`config.mk`:
```
export PLATFORM = sky130hd
export DESIGN_NAME = stage_memory_bus
export DESIGN_NICKNAME = d
export VERILOG_FILES = /design/src/rtl/stage_memory_bus.sv
export SDC_FILE = /design/constraint.sdc
export NUM_CORES = 1
export LEC_CHECK = 0
export CORE_MARGIN = 2
export CORE_UTILIZATION = 30
export DETAILED_ROUTE_END_ITERATION = 8
export SLEW_MARGIN = 20
export SYNTH_ARGS = -nofsm -noshare
export SYNTH_HDL_FRONTEND = slang
export SYNTH_SLANG_ARGS = --single-unit
```
`constraint.sdc`:
```
create_clock -name clk -period 9.6 [get_ports clk]
set_input_delay 1.92 -clock clk [delete_from_list [all_inputs] [get_ports clk]]
set_output_delay 1.92 -clock clk [all_outputs]
set_load 0.01 [all_outputs]
```
`src/rtl/stage_memory_bus.sv`:
```
// stage_memory_bus: memory-stage bus master placed after stage_execute.
// Runs one req/ack transaction per aligned load or store and stalls the
// pipeline while it is outstanding. It generates byte enables and lane-replicated
// write data. It extracts and extends load data, and it flags misaligned loads.
// Optional feature: define MEM_BUS_TIMEOUT_EN to bound the REQ state to
// TIMEOUT_CYCLES cycles. A timeout completes the access with rdata=0 and a
// one-cycle bus_error pulse.
module stage_memory_bus #(
  parameter int unsigned TIMEOUT_CYCLES = 255,
  parameter int MEM_TYPE_LEN = 2,
  parameter logic [MEM_TYPE_LEN-1:0] MEM_TYPE_BYTE = MEM_TYPE_LEN'(0),
  parameter logic [MEM_TYPE_LEN-1:0] MEM_TYPE_HALF = MEM_TYPE_LEN'(1),
  parameter logic [MEM_TYPE_LEN-1:0] MEM_TYPE_WORD = MEM_TYPE_LEN'(2)
) (
  input  logic                    clk,
  input  logic                    reset,
  input  logic                    valid,
  input  logic                    mem_read,
  input  logic                    mem_write,
  input  logic [MEM_TYPE_LEN-1:0] mem_type,
  input  logic                    mem_signed,
  input  logic [31:0]             addr,
  input  logic [31:0]             wdata,
  output logic                    bus_req,
  output logic                    bus_we,
  output logic [31:0]             bus_addr,
  output logic [3:0]              bus_be,
  output logic [31:0]             bus_wdata,
  input  logic                    bus_ack,
  input  logic [31:0]             bus_rdata,
  output logic                    stall,
  output logic [31:0]             rdata,
  output logic                    load_unaligned,
  output logic                    bus_error
);

  typedef enum logic [1:0] {S_IDLE, S_REQ, S_DONE} state_t;

  state_t                  state_q;
  logic                    req_q;
  logic                    we_q;
  logic [3:0]              be_q;
  logic [31:0]             addr_q;
  logic [31:0]             wdata_q;
  logic [31:0]             rdata_q;
  logic [MEM_TYPE_LEN-1:0] type_q;
  logic                    signed_q;

  logic                    is_access;
  logic                    is_store;
  logic                    misaligned;
  logic                    start;
  logic [3:0]              be_d;
  logic [31:0]             wdata_d;
  logic [31:0]             rdata_d;
  logic                    timeout_hit;

`ifdef MEM_BUS_TIMEOUT_EN
  localparam int CNT_W = (TIMEOUT_CYCLES > 255) ? $clog2(TIMEOUT_CYCLES + 1) : 8;
  logic [CNT_W-1:0] cnt_q;
  logic             berr_q;
  assign timeout_hit = (cnt_q == CNT_W'(TIMEOUT_CYCLES - 1));
  assign bus_error   = berr_q;
`else
  localparam int unsigned unused_timeout_cycles = TIMEOUT_CYCLES;
  assign timeout_hit = 1'b0;
  assign bus_error   = 1'b0;
`endif

  // Select the addressed lane of the read word and extend it to 32 bits
  function automatic logic [31:0] extend_load(input logic [31:0]             word,
                                              input logic [MEM_TYPE_LEN-1:0] mtype,
                                              input logic                    sgn,
                                              input logic [1:0]              off);
    logic [7:0]  b;
    logic [15:0] h;
    logic [31:0] res;
    b = word[{off, 3'b000} +: 8];
    h = off[1] ? word[31:16] : word[15:0];
    if (mtype == MEM_TYPE_BYTE)
      res = {{24{sgn & b[7]}}, b};
    else if (mtype == MEM_TYPE_HALF)
      res = {{16{sgn & h[15]}}, h};
    else
      res = word;
    return res;
  endfunction

  // Decode the access presented in M and its bus lane mapping
  always_comb begin
    is_access  = valid && (mem_read || mem_write);
    is_store   = mem_write;
    misaligned = ((mem_type == MEM_TYPE_HALF) && addr[0]) ||
                 ((mem_type == MEM_TYPE_WORD) && (addr[1:0] != 2'b00));
    start      = (state_q == S_IDLE) && is_access && !misaligned;
    be_d       = 4'b1111;
    wdata_d    = wdata;
    if (mem_type == MEM_TYPE_BYTE) begin
      be_d    = 4'b0001 << addr[1:0];
      wdata_d = {4{wdata[7:0]}};
    end else if (mem_type == MEM_TYPE_HALF) begin
      be_d    = 4'b0011 << {addr[1], 1'b0};
      wdata_d = {2{wdata[15:0]}};
    end
    rdata_d    = extend_load(bus_rdata, type_q, signed_q, addr_q[1:0]);
  end

  assign stall          = start || (state_q == S_REQ);
  assign load_unaligned = (state_q == S_IDLE) && is_access && misaligned && !is_store;
  assign bus_req        = req_q;
  assign bus_we         = we_q;
  assign bus_be         = be_q;
  assign bus_addr       = {addr_q[31:2], 2'b00};
  assign bus_wdata      = wdata_q;
  assign rdata          = rdata_q;

  // Transaction FSM; bus outputs are registered and held for all of REQ
  always_ff @(posedge clk or posedge reset) begin
    if (reset) begin
      state_q  <= S_IDLE;
      req_q    <= 1'b0;
      we_q     <= 1'b0;
      be_q     <= 4'b0000;
      addr_q   <= 32'h0;
      wdata_q  <= 32'h0;
      rdata_q  <= 32'h0;
      type_q   <= '0;
      signed_q <= 1'b0;
`ifdef MEM_BUS_TIMEOUT_EN
      cnt_q    <= '0;
      berr_q   <= 1'b0;
`endif
    end else begin
`ifdef MEM_BUS_TIMEOUT_EN
      berr_q <= 1'b0;
`endif
      case (state_q)
        S_IDLE: begin
          if (start) begin
            state_q  <= S_REQ;
            req_q    <= 1'b1;
            we_q     <= is_store;
            be_q     <= be_d;
            addr_q   <= addr;
            wdata_q  <= wdata_d;
            type_q   <= mem_type;
            signed_q <= mem_signed;
`ifdef MEM_BUS_TIMEOUT_EN
            cnt_q    <= '0;
`endif
          end
        end
        S_REQ: begin
          if (bus_ack) begin
            state_q <= S_DONE;
            req_q   <= 1'b0;
            we_q    <= 1'b0;
            be_q    <= 4'b0000;
            if (!we_q)
              rdata_q <= rdata_d;
          end else if (timeout_hit) begin
            state_q <= S_DONE;
            req_q   <= 1'b0;
            we_q    <= 1'b0;
            be_q    <= 4'b0000;
            rdata_q <= 32'h0;
`ifdef MEM_BUS_TIMEOUT_EN
            berr_q  <= 1'b1;
`endif
          end else begin
`ifdef MEM_BUS_TIMEOUT_EN
            cnt_q <= cnt_q + 1'b1;
`endif
          end
        end
        S_DONE: begin
          state_q <= S_IDLE;
        end
        default: begin
          state_q <= S_IDLE;
          req_q   <= 1'b0;
          we_q    <= 1'b0;
          be_q    <= 4'b0000;
        end
      endcase
    end
  end

endmodule

```
==> results of run 1 <==
-- synth_stat cells, types with 3 or more instances --
cell      number
a21oi_1       14
mux2i_1       25
o41ai_1        6
mux2_2        39
buf_4         34
a221oi_1       8
buf_2          7
nand2b_1       3
o221ai_1       6
inv_1          6
nand2_1       40
dfrtp_1      107
nor2_1        18
mux2_4        33
a22o_1         9
nor2b_1        3
o21ai_0       42
buf_6          5
clkbuf_1      19
nand3_1       33
-- worst max-delay path, cell delays in order --
cell and delay, ps:
clkdlybuf4s50_1 920, nand2_1 100, o22ai_1 550, and4_1 300
clkdlybuf4s50_1 540
-- cells by family (layout without fill, tap and decap cells) --
| logic type | count (synthesis) | in the layout | synth area share |
|---|---|---|---|
| flops | 107 | 107 | 0.4950 |
| simple gates | 107 | 107 | 0.09230 |
| mux | 98 | 98 | 0.2232 |
| compound gates | 90 | 90 | 0.1059 |
| buf+inv | 73 | 236 | 0.08281 |
| other cells | 1 | 3 | 0.0006933 |
-- power groups by stage --
stage / clock [mW] / combinational [mW] / sequential [mW]
2_1_floorplan: 0 / 0.422 / 0.770
3_3_place_gp: 0 / 0.847 / 0.750
3_5_place_dp: 0 / 0.856 / 0.754
4_1_cts: 0.411 / 0.858 / 0.751
5_1_grt: 0.430 / 0.909 / 0.773
6_report: 0.399 / 0.847 / 0.748
-- layer usage --
| layer | GRT usage | wire length [um] | vias to the layer above |
|---|---|---|---|
| met5 | 0 | 0 | - |
| met4 | 0.06230 | 287 | 0 |
| li1 | - | - | 1971 |
| met1 | 0.2081 | 6609 | 2048 |
| met3 | 0.05161 | 1280 | 20 |
| met2 | 0.2525 | 7132 | 189 |
-- flip-flops by register name, summed over array words and instances (netlist names) --
name       flops
addr_q        32
bus_wdata     32
rdata         32
bus_be         4
state_q        2
type_q         2
bus_req        1
bus_we         1
signed_q       1
-- per-stage QoR --
stage               std cells  power [mW]  instance area, um2  setup slack (ps)    util
global placement          853       1.597                7393              3442  0.4144
CTS                       869       2.020                7711              3354  0.4322
finish                    870       1.994                7731              3339  0.4333
global route              870       2.112                7731              3200  0.4333
detailed placement        853       1.609                7393              3354  0.4144
floorplan                 478       1.192                5416              4751       -
-- path summary, 6_finish.rpt --
path | slack, ps | end
setup reg to reg | 7250 | rdata[5]
max in group asynchronous | 6360 | rdata[20]
setup / recovery | 3340 | load_unaligned
hold / removal | 490 | rdata[0]
min in group asynchronous | 1930 | addr_q[11]
hold reg to reg | 490 | rdata[0]
-- layout make-up --
cell class	instances	area, um2
clock buffer	9	225.2
multi-input combinational	298	2293
inverter	7	28.78
clock inverter	7	92.59
sequential	107	2678
fill	1656	10110
tap	229	286.5
timing repair buffer	213	2127
==> run_results.csv, run 1 <==
group,metric,value,unit
logic_synthesis,syn_area,5409,um2
logic_synthesis,yosysUniqueCellTypes,38,
setup_path,rr_worst_depth,4,
die,core,17840,um2
setup_path,start_kind,"primary input",
global_route,antenna_found_initial,0,
place,io_buffers,206,
setup_path,rr_startpoint,"addr_q[1]",
routing,first_iter_violations,204,
sta,tns,0,ps
logic_synthesis,synthArstFlopShare,1.000,
finish,syn_to_final_growth,42.93,%
clock_tree,cts_resized,0,
finish,final_common_cell,"clkdlybuf4s50_1",
power_and_ir_drop,p_comb_frac,0.425,
setup_path,endpoint_kind,"output port",
setup_path,worst-setup-path-type,"primary input to output port",
die,start_util,0.3032,
sta,slew_headroom,0.3802,
logic_synthesis,ys_seq_area_frac,0.4950,
sta,tightest_slew,929.7,ps
routing,wl_per_cell,17.60,um
power_and_ir_drop,clkPwrFrac,0.200,
hold_path,hp-class,"flip-flop to flip-flop",
die,ios,210,
sta,rsz0062_at_grt,"no",
clock_tree,cts_max_path_buffers,2,
die,dieHeight,138.3,um
finish,finalNetCount,741,
finish,antenna-diode-count,0,
die,num_rows,49,
setup_path,critPathMaxFanout,14,
run_status,outcome,"finished clean",
logic_synthesis,synth_top_cell_by_area,"dfrtp_1",
global_route,grt_pass1_vias,4472,
power_and_ir_drop,cellLeakagePower,3.349,nW
logic_synthesis,synth_top_flop_cell,"dfrtp_1",
routing,route.detailed.drc,0,
clock_tree,cts_made_buffers,9,
routing,antenna_left,0,
sta,fmax,0.1597,GHz
hold_path,whs_path_depth,2,
sta,setup_viol,0,
setup_path,crit_arrival,4340,ps
sta,whs,493.4,ps
finish,layout_common_cells,"206 x clkdlybuf4s50_1, 107 x dfrtp_1, 42 x o21ai_0",
sta,final_hold_viol_count,0,
power_and_ir_drop,peakVddDrop,113.3,uV
logic_synthesis,synth_area_leaders,"dfrtp_1 50%, mux2_4 9.2%, mux2_2 8.1%, buf_4 4.7%, mux2i_1 4.6%",
hold_path,min_from,"rdata[0]",
power_and_ir_drop,powerDensity,257.9,nW/um2
clock_tree,cts_tree,"done",
clock_tree,path_clk_slew,80,ps
flow_run,max_cap_violations,0,
routing,vias,4228,
die,die-area,19120,um2
logic_synthesis,synth_edf_count,0,
clock_tree,cts-htree-levels,3,
place,gp_congestion,0.7923,
power_and_ir_drop,intPower,1.338,mW
global_route,grt_use_total,0.1610,
sta,period_minus_slack,6261,ps
global_route,grt-ovfl-total,0,
logic_synthesis,avgSynthCellArea,11.36,um2
routing,drtPass1Iterations,4,
finish,drive_above_1_share,0.1607,
logic_synthesis,synth-seq-cells,107,
power_and_ir_drop,power.net_switching,655.8,uW
logic_synthesis,yosys_warnings,0,
sta,drv_slew,0,
global_route,grt_pass1_wl,24340,um
logic_synthesis,synth_cells,476,
logic_synthesis,synth_top_area_frac,0.4950,
place,place_hpwl,11190,um
clock_tree,cts.sinks,107,
routing,vias_per_cell,4.860,
power_and_ir_drop,p_sw_frac,0.3289,
routing,drt_wl_total,15310,um
setup_path,setup.worst_path.start,"mem_type[0]",
setup_path,worstPathRequired,7680,ps
sta,finClkSkew,7.249,ps
die,die_x,138.3,um
clock_tree,cts_hold_buf,0,
sta,finalCritPeriodShare,0.6521,
clock_tree,postCtsSetupBuffers,0,
clock_tree,cts_root_buf,"clkbuf_16",
power_and_ir_drop,seqPwrFrac,0.375,
global_route,grt_max_degree,75,
clock_tree,clk_latency,360,ps
Power figures use the tool's default switching activity.
==> run 2: changes to the inputs <==
==> constraint.sdc (replaced) <==
create_clock -name clk -period 5.4 [get_ports clk]
set_input_delay 1.08 -clock clk [delete_from_list [all_inputs] [get_ports clk]]
set_output_delay 1.08 -clock clk [all_outputs]
set_load 0.01 [all_outputs]
==> run 2 against run 1 <==
  * Count of clock-buffer cells in the layout is 1 higher
  * Sequential share of layout area is 0.11 points higher
  * Via count is 2.2% lower
  * Wire length is 2.3% lower
  * Largest power group unchanged
==> run_results.csv, run 2 (synthesis gave the netlist of run 1 again) <==
group,metric,value,unit
routing,antenna_left,0,
global_route,grt_use_total,0.1585,
die,die-area,19120,um2
die,num_rows,49,
die,start_util,0.3032,
setup_path,crit_chain,"clkdlybuf4s50_1, buf_4, o22ai_1, and4_1, clkdlybuf4s50_1",
finish,antenna-diode-count,0,
setup_path,rr_worst_depth,4,
setup_path,crit_buf_inv,3,
setup_path,slowest_stage,"clkdlybuf4s50_1",
sta,finClkSkew,6.395,ps
routing,route.detailed.drc,0,
finish,multiInputGateArea,2293,um2
setup_path,critPathMaxFanout,11,
die,die_x,138.3,um
setup_path,endpoint_kind,"output port",
die,ios,210,
clock_tree,cts_resized,0,
setup_path,cp_common_cell,"clkdlybuf4s50_1",
finish,layout_common_cells,"206 x clkdlybuf4s50_1, 107 x dfrtp_1, 42 x o21ai_0",
sta,setup_viol,0,
routing,drt_wl_total,14960,um
global_route,grt_max_degree,75,
place,io_buffers,206,
finish,syn_to_final_growth,42.47,%
global_route,grt_pass1_wl,24120,um
clock_tree,cts_hold_buf,0,
place,place_hpwl,11050,um
flow_run,max_cap_violations,0,
routing,vias_per_cell,4.746,
hold_path,hold_end,"rdata[0]",
clock_tree,cts_root_buf,"clkbuf_16",
run_status,outcome,"finished clean",
die,core,17840,um2
sta,final_hold_viol_count,0,
finish,regArea,2678,um2
die,dieHeight,138.3,um
sta,fmax,0.2253,GHz
clock_tree,cts_tree,"done",
hold_path,min_from,"rdata[0]",
finish,stdcell_count,871,
setup_path,start_kind,"primary input",
place,gp_congestion,0.8309,
setup_path,crit_arrival,3360,ps
setup_path,rr_startpoint,"addr_q[1]",
setup_path,setup.worst_path.start,"mem_type[0]",
setup_path,rrSetupSlack,3110,ps
clock_tree,cts_made_buffers,9,
clock_tree,cts.sinks,107,
global_route,antenna_found_initial,0,
clock_tree,clk_latency,350,ps
power_and_ir_drop,powerDensity,449.4,nW/um2
routing,first_iter_violations,152,
power_and_ir_drop,peakVddDrop,215.7,uV
setup_path,r2r-end,"rdata[20]",
finish,drive_above_1_share,0.1604,
clock_tree,cts_max_path_buffers,2,
sta,finalCritPeriodShare,0.8220,
setup_path,cp_top_family,"buffers and inverters",
sta,slew_headroom,0.4143,
clock_tree,postCtsSetupBuffers,0,
sta,tightest_slew,878.5,ps
finish,finalNetCount,742,
place,dp_cells,854,
hold_path,whs_path_depth,2,
sta,rsz0062_at_grt,"no",
hold_path,hp-class,"flip-flop to flip-flop",
sta,period_minus_slack,4439,ps
global_route,grt_pass1_vias,4334,
sta,drv_slew,0,
clock_tree,path_clk_slew,70,ps
setup_path,worst-setup-path-type,"primary input to output port",
setup_path,worstPathRequired,4320,ps
routing,drtPass1Iterations,6,
finish,final_common_cell,"clkdlybuf4s50_1",
clock_tree,cts-htree-levels,3,
global_route,grt-ovfl-total,0,
power_and_ir_drop,cellLeakagePower,3.332,nW
sta,tns,0,ps
routing,wl_per_cell,17.18,um
routing,vias,4134,
setup_path,cp_slowest_stage_delay,610,ps
finish,fillers,1668,
## run 2: cell count changes in the layout (fill, tap and decap cells not counted)
cell / previous run / this run
clkinvlp_4: 0 / 2
inv_6: 3 / 1
buf_12: 1 / 0
buf_16: 0 / 1
buf_4: 6 / 7
bufinv_16: 1 / 0
clkbuf_1: 0 / 1
clkinv_2: 0 / 1
clkinv_8: 1 / 0
## run 2: per-stage QoR
stage	hold WS [ps]	total power [mW]	setup slack, ps	cell area, um2	util
after floorplan	480.6	2.120	1503	5416	-
final	483.1	3.463	961.0	7706	0.4319
after CTS	492.4	3.518	950.4	7679	0.4304
after global routing	514.5	3.685	771.6	7706	0.4319
after detailed placement	475.0	2.858	968.8	7401	0.4148
after global placement	474.8	2.833	1004	7401	0.4148
## run 2: worst max path at each step
stage / end / slack [ps] / cells past startpoint
3_3_place_gp: load_unaligned / 1000 / 5
2_1_floorplan: addr_q[0] / 1500 / 1
3_5_place_dp: load_unaligned / 970 / 5
4_1_cts: load_unaligned / 950 / 5
6_report: load_unaligned / 960 / 5
5_1_grt: load_unaligned / 770 / 5
## run 2: where the power goes
group | total, mW | internal [mW] | switching, mW
sequential | 1.33 | 1.11 | 0.220
combinational | 1.50 | 0.898 | 0.604
clock | 0.632 | 0.318 | 0.314
## run 2: per-layer routing
layer / part of all wire / up-vias / track usage
li1: - / 1981 / -
met1: 0.44 / 1970 / 0.2051
met2: 0.47 / 172 / 0.2527
met3: 0.081 / 11 / 0.04815
met4: 0.012 / 0 / 0.05639
met5: 0 / - / 0
## run 2: layout make-up
type,instances,share of cell area
inverters,7,0.003734
clock buffers,10,0.02971
clock inverters,6,0.006332
multi-input cells,298,0.2976
repair buffers,214,0.2780
flip-flops and latches,107,0.3475
well taps,229,0.03718
## run 2: worst reg2reg max path: cells and delay by family (launching register included)
kind             cells  cell delay [ps]
and+or+nand+nor      2              940
DFF                  1              850
muxes                2              420
==> run 3: changes to the inputs <==
==> constraint.sdc (replaced) <==
create_clock -name clk -period 4.55 [get_ports clk]
set_input_delay 0.91 -clock clk [delete_from_list [all_inputs] [get_ports clk]]
set_output_delay 0.91 -clock clk [all_outputs]
set_load 0.01 [all_outputs]
==> run 3 against run 2 <==
  * Combinational power increased by 19%
  * Core utilization up 0.16 points
  * Worst hold slack better by 13 ps
  * Clock skew up 1.7 ps
  * Global-route usage increased by 0.14 points
  * Worst setup slack worse by 130 ps
  * Count of clock-buffer cells in the layout fell by 1
  * Sequential share of layout area is 0.13 points lower
  * Die area stayed put
==> run_results.csv, run 3 (synthesis gave the netlist of run 1 again) <==
group,metric,value,unit
power_and_ir_drop,intPower,2.821,mW
power_and_ir_drop,peakVddDrop,231.8,uV
global_route,use_met3,0.05404,
routing,drtPass1Iterations,4,
clock_tree,cts_resized,0,
clock_tree,cts.sinks,107,
finish,final_common_cell,"clkdlybuf4s50_1",
global_route,antenna_found_initial,0,
finish,drive_above_1_share,0.1646,
clock_tree,cts_max_path_buffers,2,
place,io_buffers,206,
flow_run,max_cap_violations,0,
routing,vias,4222,
routing,first_iter_violations,162,
power_and_ir_drop,total_power,4.192,mW
die,num_rows,49,
global_route,grt_max_degree,80,
finish,syn_to_final_growth,43.00,%
die,die_x,138.3,um
place,place_hpwl,11100,um
clock_tree,cts_root_buf,"clkbuf_16",
routing,vias_per_cell,4.836,
sta,fmax,0.2688,GHz
global_route,met1_usage,0.2056,
setup_path,endpoint_kind,"output port",
finish,layout_common_cells,"206 x clkdlybuf4s50_1, 107 x dfrtp_1, 42 x o21ai_0",
power_and_ir_drop,p_comb_frac,0.425,
routing,drt_wl_total,15200,um
finish,antenna-diode-count,0,
routing,antenna_left,0,
finish,final_util,0.4336,
hold_path,whs_path_depth,2,
sta,drv_slew,0,
global_route,grt_use_met2,0.2520,
clock_tree,cts_hold_buf,0,
run_status,outcome,"finished clean",
clock_tree,postCtsSetupBuffers,0,
clock_tree,cts-htree-levels,3,
sta,tns,0,ps
setup_path,start_kind,"primary input",
sta,final_hold_viol_count,0,
finish,finalNetCount,744,
power_and_ir_drop,clkPwrFrac,0.198,
setup_path,rrSetupSlack,2240,ps
clock_tree,path_clk_slew,70,ps
global_route,grt_pass1_vias,4360,
setup_path,crit_arrival,2810,ps
setup_path,worstPathRequired,3640,ps
global_route,grt_pass1_wl,24120,um
sta,slew_headroom,0.2698,
die,core,17840,um2
setup_path,worst-setup-path-type,"primary input to output port",
place,gp_congestion,0.8437,
sta,finClkSkew,8.125,ps
sta,whs,495.6,ps
clock_tree,clk_latency,360,ps
sta,finalCritPeriodShare,0.8177,
routing,wl_per_cell,17.41,um
power_and_ir_drop,power.net_switching,1.371,mW
power_and_ir_drop,powerDensity,541.9,nW/um2
sta,setup_viol,0,
die,die-area,19120,um2
global_route,grt_use_total,0.1599,
global_route,grt-ovfl-total,0,
power_and_ir_drop,cellLeakagePower,3.356,nW
place,place_ws,828.6,ps
power_and_ir_drop,p_sw_frac,0.3271,
hold_path,hp-class,"flip-flop to flip-flop",
setup_path,critPathMaxFanout,18,
sta,rsz0062_at_grt,"no",
setup_path,rr_worst_depth,4,
power_and_ir_drop,seqPwrFrac,0.377,
sta,period_minus_slack,3721,ps
routing,route.detailed.drc,0,
sta,finalWorstSetupSlack,829.2,ps
die,ios,210,
global_route,busiest_layer,"met2",
sta,tightest_slew,1095,ps
die,dieHeight,138.3,um
die,start_util,0.3032,
clock_tree,cts_tree,"done",
clock_tree,cts_made_buffers,9,
==> run 3: cell types whose count changed in the layout (fill, tap and decap cells not counted) <==
cell,before,now
clkbuf_1,1,0
inv_4,1,0
inv_8,1,2
bufinv_16,0,1
inv_6,1,3
buf_16,1,0
clkinvlp_4,2,0
buf_4,7,10
==> run 3: path summary, 6_finish.rpt <==
path                              from          to
min                           rdata[2]    rdata[2]
max                        mem_type[1]       stall
min in group asynchronous        reset  addr_q[11]
max reg2reg                  addr_q[1]    rdata[3]
min reg2reg                   rdata[2]    rdata[2]
max in group asynchronous        reset   addr_q[8]
==> run 3: through the flow <==
| step | std cells | cell area [um2] |
|---|---|---|
| after floorplan | 478 | 5416 |
| after global placement | 857 | 7423 |
| after detailed placement | 857 | 7423 |
| after CTS | 873 | 7732 |
| after global routing | 873 | 7735 |
| final | 873 | 7735 |
==> run 3: cell type report <==
type                    count  area (um2)
multi-input cells         298        2293
clock buffers               9       225.2
flip-flops and latches    107        2678
repair buffers            216        2137
clock inverters             7       83.83
well taps                 229       286.5
inverters                   7       31.28
fillers                  1658       10110
==> run 3: power groups by stage <==
stage                     sequential [mW]  combinational, mW  clock [mW]
after floorplan                      1.62              0.891           0
after global placement               1.58               1.79           0
after detailed placement             1.59               1.80           0
after CTS                            1.59               1.81       0.860
after global routing                 1.63               1.91       0.900
final                                1.58               1.78       0.828
==> run 3: layer usage <==
metal,share of wire,wire length [um]
met5,0,0
met4,0.016,250
met3,0.093,1406
met2,0.46,7013
met1,0.43,6525
==> run 3: critical path, cell delays in order <==
cell and delay (ps):
clkdlybuf4s50_1 520, buf_4 250, o22ai_1 90, buf_4 180, or2_4 250, nand2_1 70
clkdlybuf4s50_1 530
